$ cat src/rtl/mem_stage_pkg.sv
// rtl/mem_stage_pkg.sv - shared constants, FSM state and MEM/WB entry type for the memory stage
package mem_stage_pkg;

    localparam int M_READ      = 0;
    localparam int M_WRITE     = 1;
    localparam int WB_REGWRITE = 0;
    localparam int WB_MEMTOREG = 1;

    localparam int ENTRY_DATA_W = 32;
    localparam int ENTRY_REG_W  = 5;

    typedef enum logic {
        IDLE,
        ACCESS
    } state_t;

    typedef struct packed {
        logic                    valid;
        logic                    reg_write;
        logic [ENTRY_REG_W-1:0]  reg_dest;
        logic [ENTRY_DATA_W-1:0] value;
    } mem_wb_t;

endpackage

$ cat src/rtl/mem_wb_reg.sv
// rtl/mem_wb_reg.sv - MEM/WB pipeline register; load takes a new entry, otherwise a bubble is inserted
module mem_wb_reg
    import mem_stage_pkg::*;
#(
    parameter int DATA_W = 32,
    parameter int REG_W  = 5
) (
    input  logic              clk,
    input  logic              rst,
    input  logic              load,
    input  logic              valid_d,
    input  logic              reg_write_d,
    input  logic [REG_W-1:0]  reg_dest_d,
    input  logic [DATA_W-1:0] value_d,
    output logic              valid,
    output logic              reg_write,
    output logic [REG_W-1:0]  reg_dest,
    output logic [DATA_W-1:0] value
);

    // A bubble clears only the qualifiers; dest/value hold their last contents
    always_ff @(posedge clk or posedge rst) begin
        if (rst) begin
            valid     <= 1'b0;
            reg_write <= 1'b0;
            reg_dest  <= '0;
            value     <= '0;
        end else if (load) begin
            valid     <= valid_d;
            reg_write <= reg_write_d;
            reg_dest  <= reg_dest_d;
            value     <= value_d;
        end else begin
            valid     <= 1'b0;
            reg_write <= 1'b0;
        end
    end

endmodule

$ cat src/rtl/mem_access_stage.sv
// rtl/mem_access_stage.sv - data-memory access stage with req/ack handshake and MEM/WB load; optional ALIGN_CHECK_EN
module mem_access_stage
    import mem_stage_pkg::*;
#(
    parameter int DATA_W = 32,
    parameter int REG_W  = 5
) (
    input  logic              clk,
    input  logic              rst,
    input  logic              valid_in,
    input  logic [DATA_W-1:0] result_in,
    input  logic [DATA_W-1:0] write_data_in,
    input  logic [REG_W-1:0]  reg_dest_in,
    input  logic [3:0]        ctrl_m_in,
    input  logic [1:0]        ctrl_wb_in,
    output logic              stall,
    output logic              mem_req,
    output logic              mem_we,
    output logic [DATA_W-1:0] mem_addr,
    output logic [DATA_W-1:0] mem_wdata,
    input  logic              mem_ack,
    input  logic [DATA_W-1:0] mem_rdata,
    output logic              wb_valid,
    output logic              wb_reg_write,
    output logic [REG_W-1:0]  wb_reg_dest,
    output logic [DATA_W-1:0] wb_value,
    output logic              misalign
);

    state_t            state;
    logic [DATA_W-1:0] acc_addr;
    logic [DATA_W-1:0] acc_wdata;
    logic              acc_we;
    logic [REG_W-1:0]  pend_dest;
    logic              pend_reg_write;
    logic              pend_mem_to_reg;

    logic mem_op, bad_align, start, in_access, done;
    logic unused_ctrl;

    assign unused_ctrl = ^ctrl_m_in[3:2];
    assign mem_op      = valid_in & (ctrl_m_in[M_READ] | ctrl_m_in[M_WRITE]);

`ifdef ALIGN_CHECK_EN
    assign bad_align = mem_op & (result_in[1:0] != 2'b00);
`else
    assign bad_align = 1'b0;
`endif

    assign start     = mem_op & ~bad_align;
    assign in_access = (state == ACCESS);
    assign done      = in_access & mem_ack;

    always_ff @(posedge clk or posedge rst) begin
        if (rst) begin
            state           <= IDLE;
            acc_addr        <= '0;
            acc_wdata       <= '0;
            acc_we          <= 1'b0;
            pend_dest       <= '0;
            pend_reg_write  <= 1'b0;
            pend_mem_to_reg <= 1'b0;
        end else begin
            case (state)
                IDLE: begin
                    if (start) begin
                        state           <= ACCESS;
                        acc_addr        <= result_in;
                        acc_wdata       <= write_data_in;
                        acc_we          <= ctrl_m_in[M_WRITE];
                        pend_dest       <= reg_dest_in;
                        pend_reg_write  <= ctrl_wb_in[WB_REGWRITE];
                        pend_mem_to_reg <= ctrl_wb_in[WB_MEMTOREG];
                    end
                end
                ACCESS: begin
                    if (mem_ack) state <= IDLE;
                end
                default: state <= IDLE;
            endcase
        end
    end

    // Gated by rst so an in-flight stall is released the moment reset hits
    assign stall     = ~rst & ((~in_access & start) | (in_access & ~mem_ack));
    assign mem_req   = in_access;
    assign mem_we    = acc_we;
    assign mem_addr  = acc_addr;
    assign mem_wdata = acc_wdata;

    logic              wb_load;
    logic              wb_valid_d;
    logic              wb_reg_write_d;
    logic [REG_W-1:0]  wb_reg_dest_d;
    logic [DATA_W-1:0] wb_value_d;

    always_comb begin
        wb_load        = 1'b0;
        wb_valid_d     = valid_in;
        wb_reg_write_d = valid_in & ctrl_wb_in[WB_REGWRITE] & ~bad_align;
        wb_reg_dest_d  = reg_dest_in;
        wb_value_d     = result_in;
        if (done) begin
            wb_load        = 1'b1;
            wb_valid_d     = 1'b1;
            wb_reg_write_d = pend_reg_write & ~acc_we;
            wb_reg_dest_d  = pend_dest;
            wb_value_d     = pend_mem_to_reg ? mem_rdata : acc_addr;
        end else if (~in_access & ~start) begin
            wb_load = 1'b1;
        end
    end

    mem_wb_reg #(
        .DATA_W(DATA_W),
        .REG_W (REG_W)
    ) u_mem_wb_reg (
        .clk        (clk),
        .rst        (rst),
        .load       (wb_load),
        .valid_d    (wb_valid_d),
        .reg_write_d(wb_reg_write_d),
        .reg_dest_d (wb_reg_dest_d),
        .value_d    (wb_value_d),
        .valid      (wb_valid),
        .reg_write  (wb_reg_write),
        .reg_dest   (wb_reg_dest),
        .value      (wb_value)
    );

`ifdef ALIGN_CHECK_EN
    logic misalign_q;

    always_ff @(posedge clk or posedge rst) begin
        if (rst) misalign_q <= 1'b0;
        else     misalign_q <= ~in_access & bad_align;
    end

    assign misalign = misalign_q;
`else
    assign misalign = 1'b0;
`endif

endmodule

$ cat config.mk
export PLATFORM = sky130hd
export DESIGN_NAME = mem_access_stage
export DESIGN_NICKNAME = d
export VERILOG_FILES = /design/src/rtl/mem_stage_pkg.sv /design/src/rtl/mem_wb_reg.sv /design/src/rtl/mem_access_stage.sv
export SDC_FILE = /design/constraint.sdc
export NUM_CORES = 1
export LEC_CHECK = 0
export BUFFER_PORTS_ARGS = -buffer_cell sky130_fd_sc_hd__buf_2
export CAP_MARGIN = 20
export CORE_AREA = 2 2 105 107
export DETAILED_ROUTE_END_ITERATION = 8
export DIE_AREA = 0 0 107 109
export PLACE_DENSITY = 0.84
export SYNTH_ARGS = -nofsm -noshare
export SYNTH_HDL_FRONTEND = slang
export SYNTH_HIERARCHICAL = 1
export SYNTH_SLANG_ARGS = --single-unit
export TNS_END_PERCENT = 5
$ cat constraint.sdc
create_clock -name clk -period 3.22 [get_ports clk]
set_input_delay 0.483 -clock clk [delete_from_list [all_inputs] [get_ports clk]]
set_output_delay 0.483 -clock clk [all_outputs]
set_load 0.01 [all_outputs]
==> impl_metrics.ini <==
[synth]
syn_area_sq_um = 5370
synth-seq-cells = 112
synthXorXnorAreaFrac = 0
post_synth.cell_area_avg_sq_um = 14.7
synth_top_family_by_area = multiplexers
yosysWarningCount = 6
yosys.area_share.simple = 0.0359
yosysSeqAreaShare = 0.522
synth_cell_type_count = 22
synth_edf_count = 0
synthAdderAreaFrac = 0
synth_mux_area_frac = 0.351
syn-num-nets = 476
postSynthCellCount = 365
async_reset_ff_frac = 1.00
synth_compound_area_frac = 0.0373
synthFlopType = dfrtp_1

[cts]
tritoncts = built
clk_pin_slew_ns = 0.10
clock_sinks = 112
clockRootBuffer = clkbuf_8
clockBufferDepth = 2
cts_setup_buffers = 0
cts_htree_levels = 3
worstSkewPairLatency_ns = 0.37
ctsResizeCount = 0
numCtsBuffers = 9
holdBufCountCts = 0

[setup_path]
critPathCaptureType = flop
worstPathMaxFanout = 20
cpMaxStageDelayCell = and2_2
arrival_ns = 2.26
crit_required_ns = 3.48
crit_chain = nor2b_4, o21ai_0, and2_2, buf_12, mux2_2
worst_path_largest_cell_delay_ns = 0.58
critPathTopFamily = simple AND/OR/NAND/NOR gates
path_buf_inv = 1
start_kind = flop
critical_path_class = reg -> reg

[sta]
relSlewSlack = 0.328
setup_tns_ns = 0
max_freq_ghz = 0.500
post-route-period-util = 0.621
hold_viol = 0
grt_setup_unrepaired = no
slew_violations = 0
timing.final.crit_period_ns = 2.00
finClkSkew_ns = 0.0145
finalSetupViolations = 0
worst_pin_slew_ns = 1.01

[layout]
area_growth_pct = 23.1
n_antenna_cell = 0
final_area_sq_um = 6610
nets = 680
final_cells = 714
postLayoutCoreUtil = 0.623
final_common_cell = buf_2
drive_gt1_frac = 0.617
mostFrequentLayoutCells = buf_2 (214), dfrtp_1 (111), mux2_4 (78)

[routing]
first_pass_iters = 4
wl_per_cell_um = 16.9
drt_iter0_drc = 136
wl_um = 12100
drc = 0
vias = 3564
viasPerCell = 4.99
drtAntennaViolNets = 0

[power]
finalPower_mw = 4.26
vdd_drop_max_mv = 0.351
cellPowerDensity_nw_per_um2 = 644
p_leak_nw = 3.35

[flow_run]
max_cap_violations = 0

[floorplan]
core_area_sq_um = 10600
rows = 38
die_area_sq_um = 11700
start_util = 0.507
die_w_um = 107
io_pins = 218
die_h_um = 109

[global_routing]
grt_start_max_net_pins = 71
grt_antenna_before_repair = 0
grt_pass1_vias = 3782
gr-total-overflow = 0
grt_use_total = 0.211
grt_pass1_wl_um = 19200

[placed_design]
post-dp-hpwl_um = 8570
dp.cells = 698
dpl_cell_area_sq_um = 6420
place_congestion = 0.788
io_buffers = 214

[min_path]
min_path_type = in -> async

[outcome]
status = complete, no violations
per-layer routing:
metal  share of wire  track usage  vias to the layer above
li1                -            -                     1676
met1            0.42        0.269                     1758
met2            0.50        0.350                      117
met3           0.058       0.0586                       13
met4           0.016       0.0714                        0
met5               0            0                        -
where the power goes:
group	internal (mW)	switching, mW	total, mW
logic	0.818	0.600	1.42
registers	1.74	0.267	2.01
clock network	0.360	0.472	0.831
total	2.92	1.34	4.26
per-stage QoR:
stage | setup WS, ns | hold WS, ns
after global routing | 1.04 | 0.274
after floorplan | 0.884 | 0.476
after CTS | 1.17 | 0.261
after detailed placement | 0.858 | 0.487
final | 1.22 | 0.247
after global placement | 0.908 | 0.487
synthesized netlist by cell type (2+ instances only):
master / instances / area (sq um)
a21oi_1: 33 / 165
mux2_2: 35 / 394
buf_12: 8 / 160
mux2_4: 78 / 1170
buf_6: 3 / 33.8
buf_2: 8 / 40.0
nand2_1: 3 / 11.3
inv_1: 2 / 7.51
buf_4: 6 / 45.0
o21ai_0: 2 / 10.0
nor2_1: 32 / 120
mux2i_1: 32 / 320
dfrtp_1: 112 / 2800
and2_1: 3 / 18.8
layout make-up:
type	count	area (sq um)
Multi-Input combinational cell	226	2280
Timing Repair Buffer	218	1150
Tap cell	140	175
Clock inverter	5	57.6
Fill cell	824	3990
Clock buffer	11	131
Sequential cell	112	2800
Inverter	2	7.51
cell families after synthesis:
| group | after synthesis |
|---|---|
| buffers and inverters | 27 |
| AND/OR/NAND/NOR | 43 |
| AO/OA/AOI/OAI | 37 |
| multiplexers | 145 |
| other | 1 |
| flip-flops | 112 |
worst reg2reg max path, delay by kind of cell (launching register included):
kind / cells / cell delay (ns)
simple gates: 2 / 0.65
compound gates: 1 / 0.18
mux: 1 / 0.36
buf+inv: 1 / 0.26
flops: 1 / 0.44
path summary, 6_finish.rpt:
| kind | start | slack, ns | cells after the start | to |
|---|---|---|---|---|
| setup / recovery | mem_req | 1.22 | 5 | u_mem_wb_reg/value[22] |
| hold / removal | rst | 0.25 | 2 | pend_dest[2] |
| setup reg to reg | mem_req | 1.22 | 5 | u_mem_wb_reg/value[22] |
| hold reg to reg | u_mem_wb_reg/value[11] | 0.51 | 1 | u_mem_wb_reg/value[11] |
| max in group asynchronous | rst | 2.29 | 3 | pend_mem_to_reg |
| min in group clk | write_data_in[21] | 0.33 | 2 | mem_wdata[21] |
No activity file was read; power rests on OpenSTA's default activity.
